File: config.mk
export PLATFORM = sky130hd
export DESIGN_NAME = nfc_command_read_status_poll_flat
export DESIGN_NICKNAME = d
export VERILOG_FILES = /design/src/rtl/nfc_command_read_status_poll_if.sv /design/src/rtl/nfc_command_read_status_poll.sv /design/src/flat_wrapper.sv
export SDC_FILE = /design/constraint.sdc
export NUM_CORES = 1
export LEC_CHECK = 0
export CORE_MARGIN = 4
export CORE_UTILIZATION = 42
export CTS_BUF_LIST = sky130_fd_sc_hd__clkbuf_8
export DETAILED_ROUTE_END_ITERATION = 6
export PLACE_DENSITY = 0.8
export REMOVE_ABC_BUFFERS = 1
export SLEW_MARGIN = 5
export SYNTH_ARGS = -nofsm -noshare
export SYNTH_HDL_FRONTEND = slang
export SYNTH_SLANG_ARGS = --single-unit
File: constraint.sdc
create_clock -name iSystemClock -period 2 [get_ports iSystemClock]
set_input_delay 0.3 -clock iSystemClock [delete_from_list [all_inputs] [get_ports iSystemClock]]
set_output_delay 0.3 -clock iSystemClock [all_outputs]
set_load 0.05 [all_outputs]
File: src/rtl/nfc_command_read_status_poll_if.sv
// ACG primitive request/response bus between the read-status poller and the
// primitive engines (CA-out, data-in).
interface nfc_command_read_status_poll_if #(
    parameter int NumberOfWays = 4
);
    logic [7:0]              oACG_Command;
    logic [2:0]              oACG_CommandOption;
    logic [NumberOfWays-1:0] oACG_TargetWay;
    logic [15:0]             oACG_NumOfData;
    logic                    oACG_CASelect;
    logic [39:0]             oACG_CAData;
    logic [7:0]              iACG_Ready;
    logic [7:0]              iACG_LastStep;
    logic [15:0]             iACG_ReadData;
    logic                    iACG_ReadLast;
    logic                    iACG_ReadValid;

    modport master (
        output oACG_Command,
        output oACG_CommandOption,
        output oACG_TargetWay,
        output oACG_NumOfData,
        output oACG_CASelect,
        output oACG_CAData,
        input  iACG_Ready,
        input  iACG_LastStep,
        input  iACG_ReadData,
        input  iACG_ReadLast,
        input  iACG_ReadValid
    );

    modport slave (
        input  oACG_Command,
        input  oACG_CommandOption,
        input  oACG_TargetWay,
        input  oACG_NumOfData,
        input  oACG_CASelect,
        input  oACG_CAData,
        output iACG_Ready,
        output iACG_LastStep,
        output iACG_ReadData,
        output iACG_ReadLast,
        output iACG_ReadValid
    );
endinterface

File: src/rtl/nfc_command_read_status_poll.sv
// NAND read-status (70h / 78h) command sequencer with optional ready polling,
// poll timeout and post-status recovery delay.
module nfc_command_read_status_poll #(
    parameter int          NumberOfWays = 4,
    parameter logic [5:0]  CommandID    = 6'b001000,
    parameter int          WaitCycles   = 12,
    parameter int          PollInterval = 16,
    parameter int          MaxPolls     = 1024,
    parameter logic [7:0]  ReadyMask    = 8'h40
) (
    input  logic                    iSystemClock,
    input  logic                    iReset_n,
    input  logic [5:0]              iOpcode,
    input  logic [4:0]              iTargetID,
    input  logic                    iCMDValid,
    output logic                    oCMDReady,
    input  logic [NumberOfWays-1:0] iWaySelect,
    input  logic [23:0]             iRowAddress,
    output logic                    oStart,
    output logic                    oLastStep,
    output logic [23:0]             oStatus,
    output logic                    oStatusValid,
    output logic                    oTimeout,
    nfc_command_read_status_poll_if.master acg
);

    localparam logic [15:0] WAIT_LAST_C = 16'(WaitCycles - 1);
    localparam logic [15:0] GAP_LAST_C  = 16'(PollInterval - 1);
    localparam logic [15:0] MAX_POLLS_C = 16'(MaxPolls);

    localparam logic [7:0] ACG_CA_OUT_C  = 8'h08;
    localparam logic [7:0] ACG_DATA_IN_C = 8'h02;

    typedef enum logic [3:0] {
        S_IDLE    = 4'd0,
        S_LATCH   = 4'd1,
        S_CMD     = 4'd2,
        S_ADDR    = 4'd3,
        S_DATA    = 4'd4,
        S_EVAL    = 4'd5,
        S_GAP     = 4'd6,
        S_RECOVER = 4'd7,
        S_DONE    = 4'd8
    } state_e;

    // Bit 7 belongs to a primitive this command never uses.
    function automatic logic acg_all_ready(input logic [7:0] ready);
        return (ready[6:0] == 7'h7F);
    endfunction

    function automatic logic status_is_ready(input logic [7:0] status);
        return ((status & ReadyMask) == ReadyMask);
    endfunction

    state_e                  state_q, state_d;
    logic                    enhanced_q, enhanced_d;
    logic                    poll_mode_q, poll_mode_d;
    logic [23:0]             row_q, row_d;
    logic [NumberOfWays-1:0] way_q, way_d;
    logic [7:0]              status_q, status_d;
    logic [15:0]             poll_cnt_q, poll_cnt_d;
    logic [15:0]             timer_q, timer_d;
    logic                    issued_q, issued_d;
    logic                    timeout_q, timeout_d;

    logic                    start_s;
    logic                    cmd_active_s;
    logic [15:0]             poll_next_s;
    logic                    unused_ok_s;

    assign start_s      = (iOpcode == CommandID) && iCMDValid && (state_q == S_IDLE);
    assign cmd_active_s = issued_q || acg_all_ready(acg.iACG_Ready);
    assign poll_next_s  = (poll_cnt_q == 16'hFFFF) ? poll_cnt_q : (poll_cnt_q + 16'd1);
    assign unused_ok_s  = ^{iTargetID[4:2], acg.iACG_Ready[7], acg.iACG_LastStep[7:4],
                            acg.iACG_LastStep[2], acg.iACG_LastStep[0], acg.iACG_ReadData[15:8]};

    // State and context registers.
    always_ff @(posedge iSystemClock or negedge iReset_n) begin
        if (!iReset_n) begin
            state_q     <= S_IDLE;
            enhanced_q  <= 1'b0;
            poll_mode_q <= 1'b0;
            row_q       <= 24'h000000;
            way_q       <= '0;
            status_q    <= 8'h00;
            poll_cnt_q  <= 16'h0000;
            timer_q     <= 16'h0000;
            issued_q    <= 1'b0;
            timeout_q   <= 1'b0;
        end else begin
            state_q     <= state_d;
            enhanced_q  <= enhanced_d;
            poll_mode_q <= poll_mode_d;
            row_q       <= row_d;
            way_q       <= way_d;
            status_q    <= status_d;
            poll_cnt_q  <= poll_cnt_d;
            timer_q     <= timer_d;
            issued_q    <= issued_d;
            timeout_q   <= timeout_d;
        end
    end

    // Next-state and context update.
    always_comb begin
        state_d     = state_q;
        enhanced_d  = enhanced_q;
        poll_mode_d = poll_mode_q;
        row_d       = row_q;
        way_d       = way_q;
        status_d    = status_q;
        poll_cnt_d  = poll_cnt_q;
        timer_d     = timer_q;
        issued_d    = issued_q;
        timeout_d   = timeout_q;
        case (state_q)
            S_IDLE: begin
                // Command fields are taken on the accepting edge so they sit stable in LATCH.
                if (start_s) begin
                    state_d     = S_LATCH;
                    enhanced_d  = iTargetID[0];
                    poll_mode_d = iTargetID[1];
                    row_d       = iRowAddress;
                    way_d       = iWaySelect;
                end else begin
                    state_d = S_IDLE;
                end
            end
            S_LATCH: begin
                poll_cnt_d = 16'h0000;
                timer_d    = 16'h0000;
                status_d   = 8'h00;
                issued_d   = 1'b0;
                timeout_d  = 1'b0;
                state_d    = S_CMD;
            end
            S_CMD: begin
                issued_d = cmd_active_s;
                if (cmd_active_s && acg.iACG_LastStep[3]) begin
                    issued_d = 1'b0;
                    state_d  = enhanced_q ? S_ADDR : S_DATA;
                end else begin
                    state_d = S_CMD;
                end
            end
            S_ADDR: begin
                issued_d = cmd_active_s;
                if (cmd_active_s && acg.iACG_LastStep[3]) begin
                    issued_d = 1'b0;
                    state_d  = S_DATA;
                end else begin
                    state_d = S_ADDR;
                end
            end
            S_DATA: begin
                issued_d = cmd_active_s;
                if (acg.iACG_ReadValid && acg.iACG_ReadLast) begin
                    status_d = acg.iACG_ReadData[7:0];
                end else begin
                    status_d = status_q;
                end
                if (cmd_active_s && acg.iACG_LastStep[1]) begin
                    issued_d = 1'b0;
                    state_d  = S_EVAL;
                end else begin
                    state_d = S_DATA;
                end
            end
            S_EVAL: begin
                poll_cnt_d = poll_next_s;
                timer_d    = 16'h0000;
                // A ready status wins even on the last permitted poll.
                if (!poll_mode_q || status_is_ready(status_q)) begin
                    state_d = S_RECOVER;
                end else if (poll_next_s == MAX_POLLS_C) begin
                    timeout_d = 1'b1;
                    state_d   = S_RECOVER;
                end else begin
                    state_d = S_GAP;
                end
            end
            S_GAP: begin
                if (timer_q == GAP_LAST_C) begin
                    timer_d = 16'h0000;
                    state_d = S_CMD;
                end else begin
                    timer_d = timer_q + 16'd1;
                    state_d = S_GAP;
                end
            end
            S_RECOVER: begin
                if (timer_q == WAIT_LAST_C) begin
                    timer_d = 16'h0000;
                    state_d = S_DONE;
                end else begin
                    timer_d = timer_q + 16'd1;
                    state_d = S_RECOVER;
                end
            end
            S_DONE: begin
                state_d = S_IDLE;
            end
            default: begin
                state_d = S_IDLE;
            end
        endcase
    end

    // Output decode from the registered state and latched context.
    always_comb begin
        oCMDReady              = (state_q == S_IDLE);
        oStart                 = start_s;
        oLastStep              = 1'b0;
        oStatus                = 24'h000000;
        oStatusValid           = 1'b0;
        oTimeout               = 1'b0;
        acg.oACG_Command       = 8'h00;
        acg.oACG_CommandOption = 3'b000;
        acg.oACG_NumOfData     = 16'h0000;
        acg.oACG_CASelect      = 1'b1;
        acg.oACG_CAData        = 40'h00_0000_0000;
        if (state_q == S_IDLE) begin
            acg.oACG_TargetWay = '0;
        end else begin
            acg.oACG_TargetWay = way_q;
        end
        case (state_q)
            S_CMD: begin
                acg.oACG_Command = cmd_active_s ? ACG_CA_OUT_C : 8'h00;
                acg.oACG_CAData  = {(enhanced_q ? 8'h78 : 8'h70), 32'h0000_0000};
            end
            S_ADDR: begin
                acg.oACG_Command   = cmd_active_s ? ACG_CA_OUT_C : 8'h00;
                acg.oACG_CASelect  = 1'b0;
                acg.oACG_NumOfData = 16'h0002;
                acg.oACG_CAData    = {row_q[7:0], row_q[15:8], row_q[23:16], 16'h0000};
            end
            S_DATA: begin
                acg.oACG_Command   = (cmd_active_s && !acg.iACG_LastStep[1]) ? ACG_DATA_IN_C : 8'h00;
                acg.oACG_CASelect  = 1'b0;
                acg.oACG_NumOfData = 16'h0002;
            end
            S_DONE: begin
                oLastStep    = 1'b1;
                oStatusValid = 1'b1;
                oTimeout     = timeout_q;
                oStatus      = {enhanced_q, timeout_q, 2'b00, row_q[18:7], status_q};
            end
            default: begin
                oLastStep = 1'b0;
            end
        endcase
    end

endmodule

File: src/flat_wrapper.sv
// flat-port wrapper written by rule: the top's interface ports become plain ports
module nfc_command_read_status_poll_flat 
#(
    parameter int          NumberOfWays = 4,
    parameter logic [5:0]  CommandID    = 6'b001000,
    parameter int          WaitCycles   = 12,
    parameter int          PollInterval = 16,
    parameter int          MaxPolls     = 1024,
    parameter logic [7:0]  ReadyMask    = 8'h40
)
  (iSystemClock, iReset_n, iOpcode, iTargetID, iCMDValid, oCMDReady, iWaySelect, iRowAddress, oStart, oLastStep, oStatus, oStatusValid, oTimeout, acg_oACG_Command, acg_oACG_CommandOption, acg_oACG_TargetWay, acg_oACG_NumOfData, acg_oACG_CASelect, acg_oACG_CAData, acg_iACG_Ready, acg_iACG_LastStep, acg_iACG_ReadData, acg_iACG_ReadLast, acg_iACG_ReadValid);
  nfc_command_read_status_poll_if #(.NumberOfWays(NumberOfWays)) acg_i ();
  input  logic iSystemClock;
  input  logic iReset_n;
  input  logic [5:0] iOpcode;
  input  logic [4:0] iTargetID;
  input  logic iCMDValid;
  output logic oCMDReady;
  input  logic [NumberOfWays-1:0] iWaySelect;
  input  logic [23:0] iRowAddress;
  output logic oStart;
  output logic oLastStep;
  output logic [23:0] oStatus;
  output logic oStatusValid;
  output logic oTimeout;
  output wire logic [$bits(acg_i.oACG_Command)-1:0] acg_oACG_Command;
  output wire logic [$bits(acg_i.oACG_CommandOption)-1:0] acg_oACG_CommandOption;
  output wire logic [$bits(acg_i.oACG_TargetWay)-1:0] acg_oACG_TargetWay;
  output wire logic [$bits(acg_i.oACG_NumOfData)-1:0] acg_oACG_NumOfData;
  output wire logic [$bits(acg_i.oACG_CASelect)-1:0] acg_oACG_CASelect;
  output wire logic [$bits(acg_i.oACG_CAData)-1:0] acg_oACG_CAData;
  input wire logic [$bits(acg_i.iACG_Ready)-1:0] acg_iACG_Ready;
  input wire logic [$bits(acg_i.iACG_LastStep)-1:0] acg_iACG_LastStep;
  input wire logic [$bits(acg_i.iACG_ReadData)-1:0] acg_iACG_ReadData;
  input wire logic [$bits(acg_i.iACG_ReadLast)-1:0] acg_iACG_ReadLast;
  input wire logic [$bits(acg_i.iACG_ReadValid)-1:0] acg_iACG_ReadValid;
  assign acg_oACG_Command = acg_i.oACG_Command;
  assign acg_oACG_CommandOption = acg_i.oACG_CommandOption;
  assign acg_oACG_TargetWay = acg_i.oACG_TargetWay;
  assign acg_oACG_NumOfData = acg_i.oACG_NumOfData;
  assign acg_oACG_CASelect = acg_i.oACG_CASelect;
  assign acg_oACG_CAData = acg_i.oACG_CAData;
  assign acg_i.iACG_Ready = acg_iACG_Ready;
  assign acg_i.iACG_LastStep = acg_iACG_LastStep;
  assign acg_i.iACG_ReadData = acg_iACG_ReadData;
  assign acg_i.iACG_ReadLast = acg_iACG_ReadLast;
  assign acg_i.iACG_ReadValid = acg_iACG_ReadValid;
  nfc_command_read_status_poll #(.NumberOfWays(NumberOfWays), .CommandID(CommandID), .WaitCycles(WaitCycles), .PollInterval(PollInterval), .MaxPolls(MaxPolls), .ReadyMask(ReadyMask)) u_core (.iSystemClock(iSystemClock), .iReset_n(iReset_n), .iOpcode(iOpcode), .iTargetID(iTargetID), .iCMDValid(iCMDValid), .oCMDReady(oCMDReady), .iWaySelect(iWaySelect), .iRowAddress(iRowAddress), .oStart(oStart), .oLastStep(oLastStep), .oStatus(oStatus), .oStatusValid(oStatusValid), .oTimeout(oTimeout), .acg(acg_i));
endmodule
After elaboration in Yosys (flattened, before gate mapping) --
Index checks and enable logic that the tools add are counted.
Storage, ports and cells: register bits after elaboration 76, bits in latches 0, bits in writable memories 0, memory bits (read-only) 0, input bits 76, output and inout port bits 101, logic and storage cells 84, memories kept 0
Cells by class: add/sub/neg operators 2, multiply operators 0, divide/modulo/power cells 0, $lt $le $gt $ge 0, equal/unequal tests 17, shift-type cells 0, mux-type cells 34, bitwise logic cells 0, reductions and logical operators 21
Operators by type and width (count):
- $pmux 40 s2 | 1
- $mux 16 | 3
- $pmux 16 s3 | 1
- $add 16x1->16 const B | 2
- $eq 16x4->1 const B | 2
- $pmux 16 s2 | 1
- $pmux 4 s8 | 1
- $pmux 8 s2 | 2
- $mux 24 | 1
- $mux 4 | 6
- $eq 16x11->1 const B | 1
- $eq 16x16->1 const B | 1
- $eq 4x3->1 const B | 4
- $mux 1 | 10
- $mux 3 | 3
- $eq 4x2->1 const B | 2
- $mux 8 | 1
- $eq 7x7->1 const B | 1
- $eq 6x4->1 const B | 1
- $logic_and 1x1->1 | 6
- $reduce_bool 3->1 | 2
- $reduce_or 2->1 | 3
- $eq 4x1->1 const B | 1
- $eq 4x4->1 const B | 1
- 11 further kinds | 17

Depth between registers and ports, before layout --
Gate-level depths: netlist (run 1).
word-level depth 6, gate-level depth with buffers 9, gate-level depth less buffers 7

Worst setup path before layout (run 1) --
Ideal clock, no wire load.
kind register -> output, start point reg u_core.state_q[3], end point out oStart, arrival time 3195 ps, required time 1700 ps, path slack -1495 ps, stages on the path, launching flop included 6, path buffers 2, cells stage by stage dfrtp_1 -> clkbuf_1 -> nor4_1 -> nand4_1 -> clkinv_1 -> buf_2
Between the ends: cells in the longest elaborated chain, start to end 2
RTL lines:
- start: declaration | line nfc_command_read_status_poll.sv:55 | state_e state_q, state_d;
- start signal: assignment | line nfc_command_read_status_poll.sv:91 | state_q <= state_d;
- $logic_not 4->1
- via oCMDReady | line flat_wrapper.sv:18 | output logic oCMDReady;
- $logic_and 1x1->1 | line nfc_command_read_status_poll.sv:71 | assign start_s = (iOpcode == CommandID) && iCMDValid && (state_q == S_IDLE);
- end: declaration | line flat_wrapper.sv:21 | output logic oStart;
The timed path passes the listed nets, and every way through them passes these cells.

Worst setup path in the final report (run 1) --
start point reg u_core.state_q[1], end point out acg_oACG_Command[3]
Between the ends: cells in the longest elaborated chain, start to end 3, elaborated cells between the ends (all ways) 5, classes of those cells eq/ne (3); mux (1); reduce/logical (1)
RTL lines:
- $eq 4x2->1 | line nfc_command_read_status_poll.sv:227 | case (state_q)
- $reduce_or 2->1 (no line)
- $pmux 8 s2 (*) | line nfc_command_read_status_poll.sv:227
- end: declaration | line flat_wrapper.sv:26 | output wire logic [$bits(acg_i.oACG_Command)-1:0] acg_oACG_Command;
Every way passes the cells marked *; elsewhere a longest branch is shown, timed or not.

==> impl_metrics.env, run 1 <==
export IMPL_status="finished with violations"
export IMPL_violations="setup timing"
export IMPL_path_clk_slew_ns=0.09
export IMPL_timing_final_ws_setup_ns=-0.140
export IMPL_ys_types=59
export IMPL_io_pins=177
export IMPL_cts_tree="done"
export IMPL_hold_viol_final=0
export IMPL_antenna_found_initial=0
export IMPL_routabilityCongestion=0.923
export IMPL_dp_cells=851
export IMPL_die_area_um2=12900
export IMPL_wl_per_cell_um=17.5
export IMPL_crit_fanout=7
export IMPL_drc=0
export IMPL_worstSkewPairLatency_ns=0.37
export IMPL_arrival_ns=1.84
export IMPL_finalInstanceArea_um2=7460
export IMPL_synth_most_common_cell="nand2_1"
export IMPL_grt_total_usage=0.230
export IMPL_crit_family="buffers and inverters"
export IMPL_overflow=0
export IMPL_root_buffer="clkbuf_8"
export IMPL_syn_cell_area_um2=4670
export IMPL_yosysTopAreaCellShare=0.407
export IMPL_p_per_area_nw_per_um2=675
export IMPL_synthToLayoutAreaGrowth_pct=59.7
export IMPL_worstSetupPathType="reg -> out"
export IMPL_cts_htree_levels=3
export IMPL_setup_viol_count_final=57
export IMPL_initial_core_util=0.431
export IMPL_path_buf_inv=4
export IMPL_synthFlopType="dfrtp_1"
export IMPL_ys_warn_count=0
export IMPL_dieHeight_um=113
export IMPL_cpMaxStageDelayCell="dfrtp_1"
export IMPL_grt_max_degree=42
export IMPL_start_kind="register"
export IMPL_postRouteAntennaNets=0
export IMPL_synthTopCellsByArea="dfrtp_1 (41%), nand2_1 (11%), buf_4 (7.7%), and2_1 (5.8%), o21ai_0 (4.2%)"
export IMPL_cts_path_max_buffers=2
export IMPL_fin_skew_ns=0.0141
export IMPL_fmax_mhz=467
export IMPL_drv_slew=0
export IMPL_worstPathRequired_ns=1.70
export IMPL_hold_class="in -> async"
export IMPL_crit_chain="buf_6 > nor2b_4 > nand2_2 > buf_4 > nor2_2 > buf_4 > buf_12"
export IMPL_critPathCaptureType="output pin"
export IMPL_dr_pass1_iters=7
export IMPL_ir_worst_vdd_uv=672
export IMPL_async_reset_ff_frac=1.00
export IMPL_worst_pin_slew_ns=0.570
export IMPL_max_cap_viol_count=0
export IMPL_pre_cts_slack_ns=-0.139
export IMPL_seq_area_frac_synth=0.407
export IMPL_ys_ff_latch=76
export IMPL_grt_pass1_wl_um=23900
export IMPL_finalCritPeriodShare=1.07
export IMPL_num_antenna_cells=0
export IMPL_max_slew_margin=0.620
export IMPL_cts_sink_count=76
export IMPL_vias=4779
export IMPL_p_leak_nw=3.42
export IMPL_die_x_um=113
export IMPL_critPathMaxStageDelay_ns=0.40
export IMPL_r2r_slack_ns=-0.09
export IMPL_cts_buffers_inserted=9
export IMPL_numPortBuffers=116
export IMPL_first_global_vias=4884
export IMPL_synth_common_cells="nand2_1 (135), dfrtp_1 (76), buf_4 (48)"
export IMPL_syn_instance_count=568
export IMPL_cp_common_cell="buf_4"
export IMPL_synth_area_per_cell_um2=8.22
export IMPL_final_instance_count_excl_fill=892
export IMPL_drt_iter0_drc=405
export IMPL_coreArea_um2=10800
export IMPL_synth_edf_count=0
export IMPL_post_dp_cell_area_um2=6690
export IMPL_routed_via_density=5.36
export IMPL_rsz0062_at_grt="yes"
export IMPL_power_mw=5.03
export IMPL_yosys_area_top_type="dfrtp_1"
export IMPL_period_minus_slack_ns=2.14
export IMPL_num_rows=38
export IMPL_drive_above_1_share=0.339
export IMPL_hpwl_um=9960
export IMPL_fin_nets=825
export IMPL_routed_wirelength_um=15600
[cell families (layout without fill, tap and decap cells)]
| kind of cell | Yosys count | count (layout) | synth area share |
|---|---|---|---|
| mux | 6 | 6 | 0.0134 |
| other cells | 1 | 42 | 0.000803 |
| buf+inv | 90 | 233 | 0.120 |
| flops | 76 | 76 | 0.407 |
| compound gates | 88 | 88 | 0.118 |
| simple gates | 291 | 291 | 0.310 |
| xor+xnor | 14 | 14 | 0.0263 |
| fa+ha+maj | 2 | 2 | 0.00536 |
[final timing paths]
| check | from | end | cells after the start |
|---|---|---|---|
| worst max-delay path | u_core.state_q[1]$_DFF_PN0_ | acg_oACG_Command[3] | 7 |
| worst min-delay path | iReset_n | u_core.poll_cnt_q[3]$_DFFE_PN0P_ | 2 |
| worst max register to register | u_core.state_q[1]$_DFF_PN0_ | u_core.timeout_q$_DFFE_PN0P_ | 7 |
| worst min register to register | u_core.row_q[19]$_DFFE_PN0P_ | u_core.row_q[19]$_DFFE_PN0P_ | 2 |
| max in group asynchronous | iReset_n | u_core.row_q[20]$_DFFE_PN0P_ | 3 |
| min in group iSystemClock | iWaySelect[0] | u_core.way_q[0]$_DFFE_PN0P_ | 3 |
[cell usage in the layout (no fill, tap or decap), types with 7 or more instances in the layout]
cell	Yosys	routed
a21oi_1	15	11
dfrtp_1	76	72
nand2_1	135	134
o21ai_0	39	38
nand2b_1	8	8
and2_4	0	38
buf_12	0	56
nand3_1	14	14
nor2_1	31	26
clkbuf_8	0	12
inv_1	10	7
conb_1	1	42
clkdlybuf4s50_1	0	56
buf_6	4	14
xor2_1	9	9
buf_4	48	76
nand4_1	12	12
[layout make-up]
cell class | count | area [µm²]
Fill cell | 725 | 3380
Multi-Input combinational cell | 443 | 2650
Timing Repair Buffer | 206 | 2480
Sequential cell | 76 | 1910
Tap cell | 140 | 175
Clock buffer | 12 | 165
Inverter | 11 | 46.3
Clock inverter | 4 | 32.5
[state kept, by name, summed over array words and instances (netlist names)]
signal	cells
u_core.state_q	4
u_core.enhanced_q	1
u_core.poll_cnt_q	16
u_core.timeout_q	1
u_core.row_q	24
u_core.timer_q	16
u_core.status_q	8
u_core.issued_q	1
u_core.poll_mode_q	1
u_core.way_q	4
[worst register-to-register path, delay by kind of cell, from the launching register on]
kind	cells	cell delay [ns]
and+or+nand+nor	4	1.22
DFF	1	0.42
AOI/OAI and AO/OA	2	0.24
buffers and inverters	1	0.14
[metrics by stage]
step | util | TNS [ns] | hold WS, ns
3_5_place_dp | 0.617 | -0.257 | 0.327
2_1_floorplan | - | -119.10 | 0.00441
5_1_grt | 0.688 | -6.62 | 0.460
4_1_cts | 0.674 | -2.17 | 0.447
6_report | 0.688 | -4.08 | 0.459
3_3_place_gp | 0.617 | -0.236 | 0.321
[report_power, final]
part           switching (mW)  internal [mW]  total [mW]  leakage (nW)
registers               0.178           1.74        1.92          1.03
clock network           0.628          0.557        1.19        0.0948
logic                    1.12          0.813        1.93          2.30
[routing by layer]
layer | GRT usage | part of all wire | vias up
li1 | - | - | 2177
met1 | 0.260 | 0.37 | 2297
met2 | 0.415 | 0.53 | 239
met3 | 0.0525 | 0.065 | 66
met4 | 0.0962 | 0.038 | 0
met5 | 0 | 0 | -
[repair_timing]
item                                   4_1_cts  5_1_grt
endpoints found under the hold margin       39        0
gates cloned                                 1        2
buffers inserted                            18        4
pin swaps                                   17       11
resized for setup                           85       20
setup endpoints to repair                   64      101
hold buffers                                 1        0
No activity file was read; power rests on OpenSTA's default activity.
==> inputs of run 2 (changes only) <==
SETUP_SLACK_MARGIN = 0.3   (was unset)
==> run 2 against run 1 <==
- the flow still finishes with violations (setup timing)
- critical path depth shrank 1
- count of clock-buffer cells in the layout stayed put
- critical endpoint is now oStatus[15]
- combinational power is 24% higher
- non-clock buffer count increased by 28
- sequential cell count is the same
- final area rose by 13%
- sequential power grew 3%
- routed wire length rose by 39%
- highest routed layer unchanged
==> impl_metrics.env, run 2 (synthesis results as in run 1) <==
export IMPL_status="finished with violations"
export IMPL_violations="setup timing"
export IMPL_start_kind="register"
export IMPL_numPortBuffers=116
export IMPL_crit_family="simple AND/OR/NAND/NOR gates"
export IMPL_die_area_um2=12900
export IMPL_cts_sink_count=76
export IMPL_p_per_area_nw_per_um2=660
export IMPL_first_global_vias=5100
export IMPL_cts_tree="done"
export IMPL_reg_top3="u_core.row_q (24), u_core.poll_cnt_q (16), u_core.timer_q (16)"
export IMPL_crit_fanout=17
export IMPL_hold_class="in -> reg"
export IMPL_worstSkewPairLatency_ns=0.38
export IMPL_worstSetupPathType="reg -> out"
export IMPL_overflow=0
export IMPL_fill_cells=541
export IMPL_dieHeight_um=113
export IMPL_finalInstanceArea_um2=8460
export IMPL_die_x_um=113
export IMPL_dr_pass1_iters=5
export IMPL_routed_via_density=5.87
export IMPL_io_pins=177
export IMPL_num_antenna_cells=0
export IMPL_num_rows=38
export IMPL_postRouteAntennaNets=0
export IMPL_drc=0
export IMPL_ir_worst_vdd_uv=724
export IMPL_grt_total_usage=0.256
export IMPL_hold_viol_final=0
export IMPL_critPathMaxStageDelay_ns=0.47
export IMPL_fin_skew_ns=0.0221
export IMPL_worst_pin_slew_ns=0.619
export IMPL_period_minus_slack_ns=2.20
export IMPL_fin_nets=855
export IMPL_worstPathRequired_ns=1.70
export IMPL_cts_path_max_buffers=2
export IMPL_post_dp_cell_area_um2=6690
export IMPL_top_register="u_core.row_q"
export IMPL_path_buf_inv=3
export IMPL_finalCritPeriodShare=1.10
export IMPL_path_clk_slew_ns=0.08
export IMPL_drv_slew=0
export IMPL_max_slew_margin=0.588
export IMPL_grt_max_degree=42
export IMPL_drive_above_1_share=0.494
export IMPL_grt_pass1_wl_um=26200
export IMPL_cpMaxStageDelayCell="dfrtp_2"
export IMPL_hpwl_um=9960
export IMPL_initial_core_util=0.431
export IMPL_p_leak_nw=3.81
export IMPL_routed_wirelength_um=21800
export IMPL_pre_cts_slack_ns=-0.139
export IMPL_largest_register_ffs=24
export IMPL_wl_per_cell_um=23.6
export IMPL_cts_htree_levels=3
export IMPL_timing_final_ws_setup_ns=-0.200
export IMPL_fmax_mhz=455
export IMPL_critPathCaptureType="output pin"
export IMPL_setup_viol_count_final=88
export IMPL_fin_util=0.781
export IMPL_rsz0062_at_grt="yes"
export IMPL_synthToLayoutAreaGrowth_pct=81.2
export IMPL_antenna_found_initial=0
export IMPL_root_buffer="clkbuf_8"
export IMPL_crit_chain="buf_4 > nor2_2 > and3_4 > buf_12 > and2_4 > buf_12"
export IMPL_layout_commonest_cell="nand2_1"
export IMPL_cp_common_cell="buf_12"
export IMPL_arrival_ns=1.90
export IMPL_vias=5408
export IMPL_max_cap_viol_count=0
export IMPL_coreArea_um2=10800
export IMPL_timing_setup_tns_ns=-11.60
export IMPL_drt_iter0_drc=563
export IMPL_cts_buffers_inserted=9
export IMPL_routabilityCongestion=0.923
export IMPL_layout_common_cells="nand2_1 (80), buf_4 (72), dfrtp_1 (68)"
-- run 2: tightest hold or removal path: stages --
cell and delay (ns):
clkdlybuf4s50_1 0.39, nand2_1 0.05, nand2_1 0.04
-- run 2: per-layer routing --
layer | wire, µm | up-vias | track usage
li1 | - | 2251 | -
met1 | 7410 | 2638 | 0.290
met2 | 11400 | 388 | 0.459
met3 | 1510 | 131 | 0.0647
met4 | 1480 | 0 | 0.103
met5 | 0 | - | 0
-- run 2: final timing paths --
check	from	end	slack, ns	cells after the start
worst max-delay path	u_core.state_q[0]$_DFF_PN0_	oStatus[15]	-0.20	6
worst min-delay path	iRowAddress[0]	u_core.row_q[0]$_DFFE_PN0P_	0.46	3
worst max register to register	u_core.state_q[1]$_DFF_PN0_	u_core.row_q[14]$_DFFE_PN0P_	-0.16	12
worst min register to register	u_core.status_q[1]$_DFFE_PN0P_	u_core.status_q[1]$_DFFE_PN0P_	0.49	2
max in group asynchronous	iReset_n	u_core.way_q[1]$_DFFE_PN0P_	0.90	3
min in group asynchronous	iReset_n	u_core.row_q[7]$_DFFE_PN0P_	0.47	2
-- run 2: area by class of cell --
cell class                 instances  area [µm²]  share of cell area
multi-input combinational        445        3210               0.379
timing repair buffer             234        2920               0.345
sequential                        76        1910               0.226
tap                              140         175              0.0207
clock buffer                      12         165              0.0195
inverter                          11        46.3             0.00547
clock inverter                     4        32.5             0.00384
-- run 2: through the flow --
step | total power [mW] | hold WS [ns] | cells
6_report | 5.59 | 0.459 | 922
4_1_cts | 4.99 | 0.451 | 899
3_5_place_dp | 3.49 | 0.327 | 851
3_3_place_gp | 3.44 | 0.321 | 851
5_1_grt | 5.74 | 0.470 | 922
2_1_floorplan | 2.74 | 0.00441 | 530
-- run 2: report_power, final --
group | leakage [nW] | internal (mW) | total (mW) | switching, mW
Sequential | 1.02 | 1.74 | 1.97 | 0.229
Combinational | 2.70 | 1.02 | 2.40 | 1.38
Clock | 0.0948 | 0.558 | 1.22 | 0.663
-- run 2: timing repair --
| item | in CTS | in global routing |
|---|---|---|
| gates resized for setup | 162 | 151 |
| endpoints found under the hold margin | 39 | 0 |
| endpoints found under the setup margin | 118 | 131 |
| hold buffers | 1 | 0 |
| buffers inserted | 26 | 19 |
| cloned | 5 | 4 |
| pin swaps | 67 | 44 |
==> inputs of run 3 (changes only) <==
CTS_CLUSTER_DIAMETER = 50   (was unset)
==> results of run 3 <==
No change in the layout: final DEF, timing and power equal those of run 2.
